[src/rtl/multicycle_datapath_pkg.sv]
// Shared definitions for the multi-cycle integer datapath: opcodes, formats,
// condition codes, FSM states and the deferred register-write descriptor.
package multicycle_datapath_pkg;

  localparam logic [4:0] OP_BR   = 5'h00;
  localparam logic [4:0] OP_ADD  = 5'h01;
  localparam logic [4:0] OP_LD   = 5'h02;
  localparam logic [4:0] OP_ST   = 5'h03;
  localparam logic [4:0] OP_JSR  = 5'h04;
  localparam logic [4:0] OP_AND  = 5'h05;
  localparam logic [4:0] OP_JSRR = 5'h06;
  localparam logic [4:0] OP_MOV  = 5'h07;
  localparam logic [4:0] OP_JMP  = 5'h0C;

  localparam logic [2:0] FMT_IR = 3'b000;
  localparam logic [2:0] FMT_II = 3'b001;

  // Condition code layout is {P,Z,N}
  localparam logic [2:0] CC_N = 3'b001;
  localparam logic [2:0] CC_Z = 3'b010;
  localparam logic [2:0] CC_P = 3'b100;

  typedef enum logic [2:0] {
    S_FETCH,
    S_DECODE,
    S_EXEC,
    S_MEM,
    S_WB
  } state_t;

  typedef struct packed {
    logic       en;
    logic [3:0] idx;
    logic       set_cc;
  } rf_wr_t;

endpackage

[src/rtl/multicycle_datapath_alu.sv]
// Combinational ALU: ADD/AND/MOV results, memory address, next-PC selection
// and condition-code derivation for the write-back value.
module dp_alu
  import multicycle_datapath_pkg::*;
#(
  parameter int DATA_WIDTH = 16,
  parameter int PC_WIDTH   = 16
) (
  input  logic [4:0]            opcode,
  input  logic [2:0]            fmt,
  input  logic [DATA_WIDTH-1:0] src1_val,
  input  logic [DATA_WIDTH-1:0] src2_val,
  input  logic [15:0]           imm,
  input  logic [PC_WIDTH-1:0]   pc,
  input  logic [2:0]            cc,
  input  logic [DATA_WIDTH-1:0] cc_value,
  output logic [DATA_WIDTH-1:0] result,
  output logic [DATA_WIDTH-1:0] mem_addr,
  output logic [PC_WIDTH-1:0]   next_pc,
  output logic [2:0]            cc_next
);

  logic [DATA_WIDTH-1:0] imm_ext;
  logic [DATA_WIDTH-1:0] operand_b;
  logic [DATA_WIDTH-1:0] link_val;
  logic [PC_WIDTH-1:0]   imm_pc;
  logic [PC_WIDTH-1:0]   pc_plus4;
  logic [PC_WIDTH-1:0]   br_target;
  logic [PC_WIDTH-1:0]   jmp_target;

  assign imm_ext    = DATA_WIDTH'($signed(imm));
  assign imm_pc     = PC_WIDTH'($signed(imm));
  assign operand_b  = (fmt == FMT_II) ? imm_ext : src2_val;
  assign pc_plus4   = pc + PC_WIDTH'(4);
  assign br_target  = pc_plus4 + (imm_pc << 2);
  // Register jump targets are word aligned regardless of the low bits held
  assign jmp_target = PC_WIDTH'(src1_val) & ~PC_WIDTH'(3);
  assign link_val   = DATA_WIDTH'(pc_plus4);
  assign mem_addr   = src1_val + imm_ext;

  always_comb begin
    result  = '0;
    next_pc = pc_plus4;
    case (opcode)
      OP_ADD:  result = src1_val + operand_b;
      OP_AND:  result = src1_val & operand_b;
      OP_MOV:  result = operand_b;
      OP_BR:   if ((fmt & cc) != 3'b000) next_pc = br_target;
      OP_JMP:  next_pc = jmp_target;
      OP_JSR: begin
        result  = link_val;
        next_pc = br_target;
      end
      OP_JSRR: begin
        result  = link_val;
        next_pc = jmp_target;
      end
      default: ;
    endcase
  end

  always_comb begin
    cc_next = CC_Z;
    if ($signed(cc_value) < 0)
      cc_next = CC_N;
    else if (cc_value != '0)
      cc_next = CC_P;
  end

endmodule

[src/rtl/multicycle_datapath.sv]
// Multi-cycle integer core: FETCH/DECODE/EXEC/MEM/WB sequencer, register file
// and request/acknowledge instruction and data memory ports.
module multicycle_datapath
  import multicycle_datapath_pkg::*;
#(
  parameter int DATA_WIDTH = 16,
  parameter int NUM_REGS   = 8,
  parameter int PC_WIDTH   = 16,
  parameter int RET_REG_ID = 7
) (
  input  logic                  clk,
  input  logic                  rst,
  input  logic                  lock,
  output logic                  imem_req,
  output logic [PC_WIDTH-3:0]   imem_addr,
  input  logic [31:0]           imem_rdata,
  input  logic                  imem_ack,
  output logic                  dmem_req,
  output logic                  dmem_we,
  output logic [DATA_WIDTH-1:0] dmem_addr,
  output logic [DATA_WIDTH-1:0] dmem_wdata,
  input  logic [DATA_WIDTH-1:0] dmem_rdata,
  input  logic                  dmem_ack,
  output logic                  retire,
  output logic [PC_WIDTH-1:0]   pc_out,
  output logic [2:0]            cc_out
);

  localparam int RIDX_W = $clog2(NUM_REGS);

  state_t                state_reg, state_next;
  logic [PC_WIDTH-1:0]   pc_reg;
  logic [PC_WIDTH-1:0]   next_pc_reg;
  logic [2:0]            cc_reg;
  logic                  fetch_pend_reg;
  logic [31:0]           ir_reg;
  logic [DATA_WIDTH-1:0] src1_reg, src2_reg, dst_val_reg;
  logic [DATA_WIDTH-1:0] result_reg, addr_reg;
  rf_wr_t                wr_reg, wr_dec;
  logic [DATA_WIDTH-1:0] regs [NUM_REGS];
  logic [NUM_REGS-1:0]   reg_we;

  logic [4:0]            opcode;
  logic [2:0]            fmt;
  logic [RIDX_W-1:0]     dst_idx, src1_idx, src2_idx;
  logic                  is_ld, is_st;
  logic [DATA_WIDTH-1:0] alu_result, alu_mem_addr;
  logic [PC_WIDTH-1:0]   alu_next_pc;
  logic [2:0]            wb_cc;
  logic                  unused_bits;

  assign opcode   = ir_reg[31:27];
  assign fmt      = ir_reg[26:24];
  assign dst_idx  = ir_reg[20 +: RIDX_W];
  assign src1_idx = ir_reg[16 +: RIDX_W];
  assign src2_idx = ir_reg[8 +: RIDX_W];
  assign is_ld    = (opcode == OP_LD);
  assign is_st    = (opcode == OP_ST);
  assign unused_bits = ^{ir_reg[23:16], wr_reg.idx};

  assign imem_addr  = pc_reg[PC_WIDTH-1:2];
  assign dmem_addr  = addr_reg;
  assign dmem_wdata = dst_val_reg;
  assign pc_out     = pc_reg;
  assign cc_out     = cc_reg;

  dp_alu #(
    .DATA_WIDTH (DATA_WIDTH),
    .PC_WIDTH   (PC_WIDTH)
  ) u_alu (
    .opcode   (opcode),
    .fmt      (fmt),
    .src1_val (src1_reg),
    .src2_val (src2_reg),
    .imm      (ir_reg[15:0]),
    .pc       (pc_reg),
    .cc       (cc_reg),
    .cc_value (result_reg),
    .result   (alu_result),
    .mem_addr (alu_mem_addr),
    .next_pc  (alu_next_pc),
    .cc_next  (wb_cc)
  );

  // Once issued, a fetch is held by fetch_pend_reg so lock no longer matters
  always_comb begin
    state_next = state_reg;
    imem_req   = 1'b0;
    dmem_req   = 1'b0;
    dmem_we    = 1'b0;
    retire     = 1'b0;
    case (state_reg)
      S_FETCH: begin
        imem_req = !rst && (lock || fetch_pend_reg);
        if (imem_req && imem_ack) state_next = S_DECODE;
      end
      S_DECODE: state_next = S_EXEC;
      S_EXEC:   state_next = (is_ld || is_st) ? S_MEM : S_WB;
      S_MEM: begin
        dmem_req = 1'b1;
        dmem_we  = is_st;
        if (dmem_ack) state_next = S_WB;
      end
      S_WB: begin
        retire     = 1'b1;
        state_next = S_FETCH;
      end
      default: state_next = S_FETCH;
    endcase
  end

  always_comb begin
    wr_dec = '0;
    case (opcode)
      OP_ADD, OP_AND, OP_MOV: begin
        if (fmt == FMT_IR || fmt == FMT_II) begin
          wr_dec.en     = 1'b1;
          wr_dec.set_cc = 1'b1;
          wr_dec.idx    = (opcode == OP_MOV) ? 4'(src1_idx) : 4'(dst_idx);
        end
      end
      OP_LD: begin
        wr_dec.en     = 1'b1;
        wr_dec.set_cc = 1'b1;
        wr_dec.idx    = 4'(dst_idx);
      end
      OP_JSR, OP_JSRR: begin
        wr_dec.en  = 1'b1;
        wr_dec.idx = 4'(RET_REG_ID);
      end
      default: ;
    endcase
  end

  always_ff @(posedge clk) begin
    if (rst) begin
      state_reg      <= S_FETCH;
      pc_reg         <= '0;
      cc_reg         <= CC_Z;
      fetch_pend_reg <= 1'b0;
    end else begin
      state_reg <= state_next;
      if (state_reg == S_FETCH)
        fetch_pend_reg <= imem_req && !imem_ack;
      if (state_reg == S_WB) begin
        pc_reg <= next_pc_reg;
        if (wr_reg.set_cc) cc_reg <= wb_cc;
      end
    end
  end

  always_ff @(posedge clk) begin
    if (state_reg == S_FETCH && imem_req && imem_ack)
      ir_reg <= imem_rdata;
    if (state_reg == S_DECODE) begin
      src1_reg    <= regs[src1_idx];
      src2_reg    <= regs[src2_idx];
      dst_val_reg <= regs[dst_idx];
    end
    if (state_reg == S_EXEC) begin
      result_reg  <= alu_result;
      addr_reg    <= alu_mem_addr;
      next_pc_reg <= alu_next_pc;
      wr_reg      <= wr_dec;
    end
    if (state_reg == S_MEM && dmem_ack && is_ld)
      result_reg <= dmem_rdata;
  end

  for (genvar gi = 0; gi < NUM_REGS; gi++) begin : g_reg_we
    assign reg_we[gi] = (state_reg == S_WB) && wr_reg.en &&
                        (wr_reg.idx[RIDX_W-1:0] == RIDX_W'(gi));
  end

  always_ff @(posedge clk) begin
    for (int i = 0; i < NUM_REGS; i++) begin
      if (rst)
        regs[i] <= '0;
      else if (reg_we[i])
        regs[i] <= result_reg;
    end
  end

endmodule
[config.mk]
export PLATFORM = sky130hd
export DESIGN_NAME = multicycle_datapath
export DESIGN_NICKNAME = d
export VERILOG_FILES = /design/src/rtl/multicycle_datapath_pkg.sv /design/src/rtl/multicycle_datapath_alu.sv /design/src/rtl/multicycle_datapath.sv
export SDC_FILE = /design/constraint.sdc
export NUM_CORES = 1
export LEC_CHECK = 0
export CAP_MARGIN = 20
export CORE_MARGIN = 1
export CORE_UTILIZATION = 55
export CTS_CLUSTER_SIZE = 30
export DETAILED_ROUTE_END_ITERATION = 6
export PLACE_DENSITY = 0.75
export SETUP_SLACK_MARGIN = 0.4
export SLEW_MARGIN = 20
export SYNTH_ARGS = -nofsm -noshare
export SYNTH_HDL_FRONTEND = slang
export SYNTH_SLANG_ARGS = --single-unit
[constraint.sdc]
create_clock -name clk -period 5.4 [get_ports clk]
set_input_delay 0.81 -clock clk [delete_from_list [all_inputs] [get_ports clk]]
set_output_delay 0.81 -clock clk [all_outputs]
set_load 0.05 [all_outputs]
After elaboration in Yosys (flattened, before gate mapping)
Memories as Yosys holds them, arrays and structs flattened. A register that Yosys moved wholly into a read port is not among the register bits.
Index checks and enable logic that the tools add are counted.
{ "word_totals": {"reg_bits": 108, "ramBits": 128, "wordCells": 136, "out_inout_bits": 69, "mem_count": 1, "inputBits": 53} }
{ "classes": {"n_reduce_logical": 33, "n_eq_ne": 22, "muxes": 54, "magnitude_cmp": 1, "add_sub_neg": 4, "bitwise": 10} }
{ "mem_list": {"columns": ["name", "depth", "word_bits", "read_ports", "rd_ports_with_merged_regs", "wr", "line_no", "text"], "rows": [
  ["regs", 8, 16, 3, 3, 8, "multicycle_datapath.sv:40", "logic [DATA_WIDTH-1:0] regs [NUM_REGS];"]
]} }
{ "op_table": {"columns": ["cell", "count"], "rows": [
  ["16-bit 2-to-1 mux", 12],
  ["16-bit one-hot mux with 4 select lines", 1],
  ["16-bit adder", 3],
  ["16-bit one-hot mux with 3 select lines", 1],
  ["1-bit 2-to-1 mux", 30],
  ["5-bit by 3-bit equality test with 1-bit output (second input constant)", 4],
  ["3-bit 2-to-1 mux", 6],
  ["16-bit by 3-bit adder with 16-bit output (second input constant)", 1],
  ["16-bit AND", 1],
  ["1-bit logical AND", 16],
  ["16-bit by 1-bit < comparator with 1-bit output (second input constant)", 1],
  ["16-bit nonzero test", 1],
  ["3-bit equality test (second input constant)", 5],
  ["5-bit one-hot mux with 3 select lines", 1],
  ["3-bit by 2-bit equality test with 1-bit output (second input constant)", 4],
  ["3-bit one-hot mux with 4 select lines", 1],
  ["5-bit by 2-bit equality test with 1-bit output (second input constant)", 2],
  ["3-bit by 1-bit equality test with 1-bit output (second input constant)", 3],
  ["3-bit zero test", 3],
  ["1-bit OR", 8],
  ["6-bit 2-to-1 mux", 1],
  ["5-bit by 1-bit equality test with 1-bit output (second input constant)", 1],
  ["5-bit by 4-bit equality test with 1-bit output (second input constant)", 1],
  ["5-bit zero test", 1],
  ["other kinds (10)", 16]
]} }

Logic depth before layout (Yosys ltp)
Gate-level depths: netlist (run 1).
{ "logic_depth": {"depth_word": 7, "mapped_depth": 15, "mapped_depth_nobuf": 14} }

Modules after synthesis
From an unflattened synthesis (run 1), not the netlist that was laid out.
{ "unflattened": {"hier_cells": 1244, "hier_area_um2": 16139.2} }
{ "modules_own_cells": {"columns": ["mod", "cells_each", "area_per_inst_um2", "n_inst"], "rows": [
  ["multicycle_datapath", 788, 12822.3, 1],
  ["dp_alu", 456, 3316.9, 1]
]} }

Worst setup path after synthesis (run 1)
Ideal clock, no wire load.
{ "synth_path": {"path_kind": "reg2reg", "start": "register state_reg[1]", "end": "register dst_val_reg[0], in the netlist dmem_wdata[0], read port of regs (enable)", "arrival_time_ns": 4.005, "period_less_slack_ns": 4.527, "setup_slack_ns": 0.873, "t_required_ns": 4.877, "path_stages_with_launch": 3, "setup_ns": 0.523, "n_path_buf": 1, "cell_sequence": "dfxtp_1 buf_2 nor3b_1"} }
{ "synth_via": {"elab_chain_cells": 1} }
{ "synth_rtl": {"columns": ["element", "line_no", "text"], "rows": [
  ["start: declaration", "multicycle_datapath.sv:31", "state_t state_reg, state_next;"],
  ["start signal: assignment", "multicycle_datapath.sv:142", "state_reg <= state_next;"],
  ["3-bit by 1-bit equality test with 1-bit output", "multicycle_datapath.sv:155", "if (state_reg == S_DECODE) begin"],
  ["end: declaration", "multicycle_datapath.sv:37", "logic [DATA_WIDTH-1:0] src1_reg, src2_reg, dst_val_reg;"]
]} }
Every way passes these cells.
A chain may end at the register's enable or synchronous reset.

Worst setup path in the final report (run 1)
{ "layout_path": {"start": "register pc_reg[2], in the netlist pc_out[2]", "end": "register next_pc_reg[15], data pin"} }
{ "layout_via": {"elab_chain_cells": 4} }
{ "layout_rtl": {"columns": ["element", "line_no", "text"], "rows": [
  ["start: declaration", "multicycle_datapath.sv:32", "logic [PC_WIDTH-1:0] pc_reg;"],
  ["start signal: assignment", "multicycle_datapath.sv:146", "pc_reg <= next_pc_reg;"],
  ["16-bit by 3-bit adder with 16-bit output (*)", "multicycle_datapath_alu.sv:34", "assign pc_plus4 = pc + PC_WIDTH'(4);"],
  ["16-bit adder", "multicycle_datapath_alu.sv:35", "assign br_target = pc_plus4 + (imm_pc << 2);"],
  ["16-bit 2-to-1 mux", "multicycle_datapath_alu.sv:48", "OP_BR: if ((fmt & cc) != 3'b000) next_pc = br_target;"],
  ["16-bit one-hot mux with 3 select lines (*)", "multicycle_datapath_alu.sv:44", "case (opcode)"],
  ["net alu_next_pc[15]", "multicycle_datapath.sv:48", "logic [PC_WIDTH-1:0] alu_next_pc;"],
  ["end signal: assignment", "multicycle_datapath.sv:163", "next_pc_reg <= alu_next_pc;"],
  ["end: declaration", "multicycle_datapath.sv:33", "logic [PC_WIDTH-1:0] next_pc_reg;"]
]} }
The timed path passes the listed nets; every way through them passes the cells marked *.

==> results of run 1 <==
layout make-up:
cell class,instances,area share
Clock buffer,34,0.0421
Tap cell,384,0.0257
Clock inverter,22,0.0119
Sequential cell,282,0.441
Multi-Input combinational cell,841,0.400
Inverter,24,0.00482
Timing Repair Buffer,146,0.0746
path summary, 6_finish.rpt:
| kind | endpoint | slack, ns | depth (start not counted) |
|---|---|---|---|
| setup reg to reg | next_pc_reg[15] | 1.70 | 14 |
| hold reg to reg | pc_out[6] | 0.49 | 2 |
| setup / recovery | next_pc_reg[15] | 1.70 | 14 |
| hold / removal | pc_out[6] | 0.49 | 2 |
per-stage QoR:
| step | hold slack, ns | util | std cells | setup slack (ns) | power, mW |
|---|---|---|---|---|---|
| 2_1_floorplan | 0.471 | - | 1231 | 0.873 | 3.17 |
| 3_3_place_gp | 0.464 | 0.612 | 1677 | 1.71 | 3.40 |
| 3_5_place_dp | 0.485 | 0.612 | 1677 | 1.72 | 3.42 |
| 4_1_cts | 0.493 | 0.647 | 1733 | 1.67 | 5.51 |
| 5_1_grt | 0.517 | 0.647 | 1733 | 1.42 | 5.66 |
| 6_report | 0.492 | 0.647 | 1733 | 1.70 | 5.50 |
worst max-delay path, stage by stage, from the launching register on:
cell      delay [ns]
dfxtp_1         0.54
ha_1            0.25
nand3_1         0.12
nor2_1          0.27
nand3_1         0.14
xor2_1          0.28
inv_1           0.14
ha_1            0.36
a21o_1          0.22
a21o_1          0.19
a22oi_1         0.27
nand3b_2        0.13
xor2_2          0.24
mux2i_1         0.22
a311oi_1        0.06
cell usage after synthesis, types with 4 or more instances:
cell type    n
mux2i_1     12
mux4_2      96
o21bai_1    11
o221ai_1     5
nor3_2       4
nor2_1      70
a221oi_1     7
nand3_1     14
clkbuf_1    41
o21ai_1      8
and2_1     133
a22oi_1     15
ha_1        49
and3_1       8
buf_4       15
xnor2_1     28
dfxtp_1     23
a221o_1      5
mux2_1       4
a31oi_1      6
nand2_1     73
buf_2       21
buf_1        5
nor3_1      18
a21o_1      14
xor2_1      15
nand2b_1     6
a21oi_1     52
o21ai_0     29
nor3b_1      4
nand3b_1     4
or3_1        7
inv_1       23
o211ai_1     7
nand4_1      9
nor2b_1      5
a211oi_1     5
edfxtp_1   259
mux2_2      59
nor4_1       6
metal layers:
| layer | GRT usage | part of all wire | vias up |
|---|---|---|---|
| met3 | 0.0386 | 0.084 | 88 |
| met5 | 0 | 0 | - |
| met4 | 0.0965 | 0.029 | 0 |
| met1 | 0.393 | 0.40 | 5574 |
| met2 | 0.488 | 0.49 | 518 |
| li1 | - | - | 4890 |
cell families after synthesis:
kind of cell	synth area share
buf+inv	0.0310
flops	0.508
simple gates	0.129
compound gates	0.0795
fa+ha+maj	0.0422
xor+xnor	0.0253
mux	0.185
power groups by stage:
stage / Combinational (mW) / Sequential [mW] / Clock [mW]
floorplan: 0.499 / 2.67 / 0
global placement: 0.762 / 2.64 / 0
detailed placement: 0.770 / 2.65 / 0
CTS: 0.776 / 2.60 / 2.13
global route: 0.833 / 2.62 / 2.22
finish: 0.779 / 2.60 / 2.12
==> flow_summary.ini, run 1 <==
[pwr]
p_switching_mw = 1.42
part_of_the_total_power_dissipated_in_sequential_elements = 0.473
leakagePower_nw = 6.70
cellInternalPower_mw = 4.08
sw_frac_of_total = 0.258
power_density_nw_per_um2 = 295
ir_worst_vdd_mv = 0.221
clockPowerShare = 0.385
combinationalPowerShare = 0.142

[final_layout]
multi_input_area_sq_um = 7470
design_area_sq_um = 18700
layout_common_cells = edfxtp_1, and2_1, clkdlybuf4s50_1, mux4_2, nand2_1
syn_to_final_growth_pct = 15.3
seq_area_sq_um = 8240
n_antenna_cell = 0
layout_commonest_cell = edfxtp_1
fill_cells = 2154
num-nets-final = 1430
layout_cells_sized_above_1 = 0.193
largest_register_ff_count = 128

[grt]
grt_first_pass_wirelength_um = 65600
initial_antenna_violation_count = 0
grt_max_degree = 49
grt_pass1_vias = 10900
grt_use_total = 0.291
grt_overflow = 0

[timing]
worst_clock_skew_ns = 0.0204
final-hold-violation-count = 0
maxClockFrequency_ghz = 0.270
number_of_slew_limit_violations_in_the_final_report = 0
final.period_utilization = 0.685
finalSetupViolCount = 0
max-slew-margin-rel = 0.257
time_the_final_worst_path_needs_with_i_o_delays_and_setup_ns = 3.70
unrepaired_setup_endpoints_after_global_routing = no
max_slew.worst_pin.slew_ns = 1.11
setup-tns-final_ns = 0

[critical_path]
critical_register_to_register_path_startpoint = pc_out[2]
end_kind = flop
crit_path_start = pc_out[2]
path_class = flop to flop
arrival_ns = 4.01
worstPathRequired_ns = 5.71
cp_max_fo = 9
timing.critical_path.from_type = flop

[drt]
drt_pass1_iterations = 5
drt-total-wl_um = 43400
dr_total_vias = 11100
drt.antenna.violating_nets = 0
drt_iter0_markers = 1178
vias_per_cell = 6.39
drcViolationCount = 0
routed_wire_length_per_instance_um = 25.0

[cts]
clk_path_buf_depth = 3
cts.htree.levels = 1
clock_sinks = 282
path_clk_slew_ns = 0.06
postCtsSetupRepairBufs = 0
tritoncts = done
clock_insertion_delay_worst_skew_ns = 0.57
cts_root_buf = clkbuf_16
postcts_resize_cnt = 0
cts_inserted_buffers = 30
ctsHoldBuffers = 0

[floorplanning]
die_h_um = 174
floorplan.core_area_sq_um = 28900
design.portCount = 122
placementRows = 62
die_area_sq_um = 30100
initial_utilization = 0.561
die_wd_um = 174

[min_path]
min_path_type = flop to flop
hold_path.startpoint = pc_out[6]

[synthesis]
avgSynthCellArea_sq_um = 13.2
gate_count_of_the_mapped_netlist = 1231
synth.ff_latch_count = 282
netlist_area_pre_place_sq_um = 16200
mappedNetlistNets = 1336
synth.yosys.seq_area_share = 0.508
synthDominantCellAreaShare = 0.480
synth_enable_flop_cells = 259
synth.top_cells.by_area = edfxtp_1, mux4_2, and2_1, mux2_2, ha_1
synth_warnings = 0
number_of_distinct_library_cells_after_synthesis = 81
synth_top_cell_by_area = edfxtp_1
synth_top_flop_cell = edfxtp_1
ys_async_sr_fraction = 0

[placement]
gp_congestion = 0.940
post_dp_cell_area_sq_um = 17700
half_perimeter_wire_length_after_detailed_placement_um = 28800
io_buffers = 119

[status]
status = completed

[run]
cap_viol_max_count = 0
Power figures use the tool's default switching activity.
==> run 2, diff against run 1 <==
Clock period 5.4 ns to 3.6 ns, I/O delays scaled along.
==> flow_summary.ini, run 2 (synthesized netlist as in run 1, its figures left out) <==
[pwr]
design_power_total_mw = 8.16
ir_worst_vdd_mv = 0.331
power_density_nw_per_um2 = 432
leakagePower_nw = 6.79

[drt]
drt.antenna.violating_nets = 0
drt-total-wl_um = 42500
dr_total_vias = 11000
drcViolationCount = 0
routed_wire_length_per_instance_um = 24.4
drt_iter0_markers = 1125
drt_pass1_iterations = 5
vias_per_cell = 6.33

[critical_path]
arrival_ns = 3.48
worstPathRequired_ns = 3.96
end_kind = flop
crit_path_start = pc_out[3]
timing.critical_path.from_type = flop
r2r_end = next_pc_reg[15]
critical_register_to_register_path_startpoint = pc_out[3]
r2r_cells = 14
cp-endpoint = next_pc_reg[15]
path_class = flop to flop
reg2reg_slack_ns = 0.48
cp_max_fo = 6

[timing]
finalSetupViolCount = 0
setup-tns-final_ns = 0
time_the_final_worst_path_needs_with_i_o_delays_and_setup_ns = 3.12
max-slew-margin-rel = 0.223
final-hold-violation-count = 0
max_slew.worst_pin.slew_ns = 1.17
final.period_utilization = 0.866
number_of_slew_limit_violations_in_the_final_report = 0
maxClockFrequency_ghz = 0.321
unrepaired_setup_endpoints_after_global_routing = yes
worst_clock_skew_ns = 0.0108

[cts]
cts_inserted_buffers = 30
cts_root_buf = clkbuf_16
tritoncts = done
ctsHoldBuffers = 0
clock_sinks = 282
cts.htree.levels = 1
clock_insertion_delay_worst_skew_ns = 0.56
clk_path_buf_depth = 3
path_clk_slew_ns = 0.06

[final_layout]
syn_to_final_growth_pct = 16.6
fill_cells = 2130
n_antenna_cell = 0
largest_register_ff_count = 128
design_area_sq_um = 18900
layout_commonest_cell = edfxtp_1
layout_common_cells = edfxtp_1, and2_1, clkdlybuf4s50_1, mux4_2, nand2_1
num-nets-final = 1440
layout_cells_sized_above_1 = 0.213

[min_path]
min_path_type = flop to flop
worst_hold_path_cell_count = 2

[floorplanning]
design.portCount = 122
initial_utilization = 0.561
die_area_sq_um = 30100
placementRows = 62
die_wd_um = 174
die_h_um = 174
floorplan.core_area_sq_um = 28900

[grt]
grt_overflow = 0
initial_antenna_violation_count = 0
grt_pass1_vias = 10800
grt_max_degree = 49
grt_use_total = 0.283
grt_first_pass_wirelength_um = 64100

[placement]
half_perimeter_wire_length_after_detailed_placement_um = 28500
gp_congestion = 0.956
io_buffers = 119
post_dp_cell_area_sq_um = 17800

[status]
status = completed

[run]
cap_viol_max_count = 0
-- run 2: cell types whose count changed in the layout (fill, tap and decap cells not counted), moves of 3 or more --
cell / previous run / this run
ha_2: 0 / 5
buf_4: 27 / 34
clkinv_2: 8 / 5
clkbuf_8: 0 / 4
clkbuf_1: 3 / 9
ha_1: 49 / 43
clkinvlp_4: 5 / 2
-- run 2: power breakdown --
group          internal, mW  switching (mW)
logic                 0.533           0.663
registers              3.77           0.154
clock network          1.80            1.24
total                  6.10            2.06
-- run 2: final cells by class --
class,count,area [sq um],share of cell area
Inverter,24,90.1,0.00477
Multi-Input combinational cell,841,7590,0.402
Clock buffer,44,865,0.0458
Clock inverter,12,111,0.00590
Timing Repair Buffer,156,1510,0.0797
Tap cell,384,480,0.0254
Sequential cell,282,8240,0.436
-- run 2: through the flow --
step           setup slack [ns]  hold WS, ns  std cells   util
2_1_floorplan             0.438        0.471       1231      -
3_3_place_gp              0.302        0.469       1683  0.615
3_5_place_dp              0.237        0.470       1683  0.615
4_1_cts                   0.402        0.482       1740  0.650
5_1_grt                   0.280        0.514       1743  0.654
6_report                  0.484        0.480       1743  0.654
-- run 2: routing by layer --
metal	wire length (um)	GRT usage
met4	1550	0.110
met5	0	0
met2	20400	0.468
met3	3480	0.0360
met1	17100	0.382
-- run 2: repair_timing --
item | in CTS | in global routing
setup buffers | 1 | 3
resized for setup | 7 | 24
pin swaps | 2 | 12
endpoints found under the setup margin | 7 | 11
-- run 2: worst min-delay path by stage --
stage                         from   endpoint  slack, ns
finish                   cc_out[0]  cc_out[0]       0.48
global route             cc_out[1]  cc_out[1]       0.51
CTS                      cc_out[0]  cc_out[0]       0.48
detailed placement       cc_out[0]  cc_out[0]       0.47
global placement         cc_out[0]  cc_out[0]       0.47
floorplan           next_pc_reg[2]  pc_out[2]       0.47
-- run 2: worst max-delay path, stage by stage (launching register included) --
cell and delay (ns):
dfxtp_2 0.37, ha_1 0.21, nand3_2 0.12, nor2_4 0.17, nand3_1 0.11, xor2_1 0.21
inv_1 0.07, ha_1 0.35, a21o_1 0.22, a21o_1 0.17, a22oi_1 0.21, nand3b_2 0.12
xor2_2 0.17, mux2i_1 0.14, a311oi_1 0.28
==> run 3, diff against run 2 <==
Settings changed: CTS_CLUSTER_SIZE 30 to default, SYNTH_HIERARCHICAL from default to 1.
==> flow_summary.ini, run 3 <==
[critical_path]
end_kind = flop
arrival_ns = 3.52
worstPathRequired_ns = 3.89
path_class = flop to flop
crit_chain = nor3b_4 -> buf_12 -> buf_6 -> mux2_2 -> ha_2 -> a21oi_1 -> o21bai_1 -> a21oi_2 -> a21oi_2 -> o22ai_1 -> a2bb2oi_1 -> o211ai_1 -> mux2_2
timing.critical_path.from_type = flop
crit_path_max_delay_cell_type = edfxtp_1
cp_max_fo = 7
slowest_delay_ns = 0.43

[timing]
number_of_slew_limit_violations_in_the_final_report = 0
worst_clock_skew_ns = 0.0218
maxClockFrequency_ghz = 0.310
finalSetupViolCount = 0
time_the_final_worst_path_needs_with_i_o_delays_and_setup_ns = 3.23
max_slew.worst_pin.slew_ns = 1.13
unrepaired_setup_endpoints_after_global_routing = yes
final.period_utilization = 0.896
max-slew-margin-rel = 0.249
final-hold-violation-count = 0
hold_slack_ns = 0.479
setup-tns-final_ns = 0
setup_slack_ns = 0.373

[synthesis]
synthDominantCellAreaShare = 0.482
synth.ff_latch_count = 282
synth.top_cells.by_area = edfxtp_1, mux4_2, mux2_2, nor2_1, ha_1
synth.yosys.seq_area_share = 0.510
number_of_distinct_library_cells_after_synthesis = 81
synth_enable_flop_cells = 259
mappedNetlistNets = 1346
synth_top_cell_by_area = edfxtp_1
ys_async_sr_fraction = 0
synth_top_flop_cell = edfxtp_1
gate_count_of_the_mapped_netlist = 1244
synth_warnings = 6
ys_top_cells_by_count = edfxtp_1, nor2_1, mux4_2, nand2_1, mux2_2
yosys.cell_count.top_type = edfxtp_1
avgSynthCellArea_sq_um = 13.0
netlist_area_pre_place_sq_um = 16100

[floorplanning]
die_wd_um = 173
design.portCount = 122
initial_utilization = 0.561
floorplan.core_area_sq_um = 28800
placementRows = 62
die_area_sq_um = 30000
die_h_um = 173

[final_layout]
fill_cells = 2053
largest_register_ff_count = 128
syn_to_final_growth_pct = 18.6
seq_area_sq_um = 8240
final_core_utilization = 0.665
n_antenna_cell = 0
layout_cells_sized_above_1 = 0.247
multi_input_area_sq_um = 7680
layout_common_cells = edfxtp_1, nor2_1, clkdlybuf4s50_1, mux4_2, nand2_1
num-nets-final = 1462
instances_no_fill = 1766
layout_commonest_cell = edfxtp_1

[grt]
grt_max_degree = 35
grt_first_pass_wirelength_um = 63900
grt_pass1_vias = 10900
grt_overflow = 0
grt_use_total = 0.282
initial_antenna_violation_count = 0

[drt]
drt_iter0_markers = 999
vias_per_cell = 6.28
drt.antenna.violating_nets = 0
drt_pass1_iterations = 5
drt-total-wl_um = 42400
dr_total_vias = 11100
routed_wire_length_per_instance_um = 24.0
drcViolationCount = 0

[run]
cap_viol_max_count = 0

[placement]
half_perimeter_wire_length_after_detailed_placement_um = 29400
gp_congestion = 0.924
placed_cells = 1704
preCtsSetupSlack_ns = 0.128
io_buffers = 119

[cts]
clock_sinks = 282
path_clk_slew_ns = 0.07
cts.htree.levels = 1
tritoncts = done
clock_insertion_delay_worst_skew_ns = 0.56
cts_inserted_buffers = 29
cts_root_buf = clkbuf_16
clk_path_buf_depth = 3

[pwr]
power_density_nw_per_um2 = 436
ir_worst_vdd_mv = 0.381
leakagePower_nw = 6.66

[status]
status = completed

[min_path]
min_path_type = flop to flop
[run 3: cell types whose count changed after synthesis, sizes merged, moves of 6 or more]
cell / before / now
nand3: 15 / 22
and2: 133 / 3
a211oi: 5 / 11
a22oi: 15 / 8
nor3: 23 / 12
a21oi: 53 / 44
nand2: 74 / 96
nor2: 74 / 169
nor2b: 5 / 12
mux2i: 12 / 21
mux2: 63 / 81
inv: 24 / 31
[run 3: what timing repair did]
| action | CTS | global route |
|---|---|---|
| resized for setup | 21 | 38 |
| pin swaps | 14 | 12 |
| setup endpoints to repair | 11 | 14 |
| buffers inserted | 8 | 1 |
| hold buffers | 0 | 0 |
[run 3: logic make-up (layout without fill, tap and decap cells)]
family | count (synthesis) | in the layout | synth area share
simple gates | 368 | 368 | 0.106
flops | 282 | 282 | 0.510
mux | 198 | 198 | 0.206
compound gates | 190 | 190 | 0.0809
buf+inv | 115 | 253 | 0.0348
fa+ha+maj | 49 | 49 | 0.0394
xor+xnor | 42 | 42 | 0.0228
[run 3: worst paths after layout]
| check | startpoint | to | slack, ns | cells past startpoint |
|---|---|---|---|---|
| worst max-delay path | ir_reg[25] | result_reg[15] | 0.37 | 13 |
| worst min-delay path | pc_out[0] | pc_out[0] | 0.48 | 2 |
| worst max register to register | ir_reg[25] | result_reg[15] | 0.37 | 13 |
| worst min register to register | pc_out[0] | pc_out[0] | 0.48 | 2 |
[run 3: report_power, final]
group          total, mW  switching [mW]  internal (mW)
combinational       1.29           0.689          0.599
clock               3.16            1.29           1.87
sequential          3.90           0.145           3.75
[run 3: final cells by class]
cell class | count | area share
well taps | 384 | 0.0251
flip-flops and latches | 282 | 0.431
repair buffers | 168 | 0.0833
multi-input cells | 847 | 0.401
clock inverters | 18 | 0.00987
inverters | 32 | 0.00634
clock buffers | 35 | 0.0435
[run 3: layer usage]
| metal | global-route usage | wire (um) | share of wire |
|---|---|---|---|
| met4 | 0.0922 | 1280 | 0.030 |
| met1 | 0.366 | 16400 | 0.39 |
| met2 | 0.494 | 21300 | 0.50 |
| met3 | 0.0338 | 3390 | 0.080 |
| met5 | 0 | 0 | 0 |
[run 3: critical path, delay by kind of cell (launching register included)]
family / cells / cell delay (ns)
AO/OA/AOI/OAI: 7 / 0.90
multiplexers: 2 / 0.67
flip-flops: 1 / 0.43
adder cells (fa/ha/maj): 1 / 0.34
buffers and inverters: 2 / 0.31
AND/OR/NAND/NOR: 1 / 0.30
[run 3: stage by stage]
stage / instance area (sq um) / power, mW
2_1_floorplan: 16200 / 4.74
3_3_place_gp: 17800 / 5.11
3_5_place_dp: 17800 / 5.13
4_1_cts: 19000 / 8.31
5_1_grt: 19100 / 8.60
6_report: 19100 / 8.35
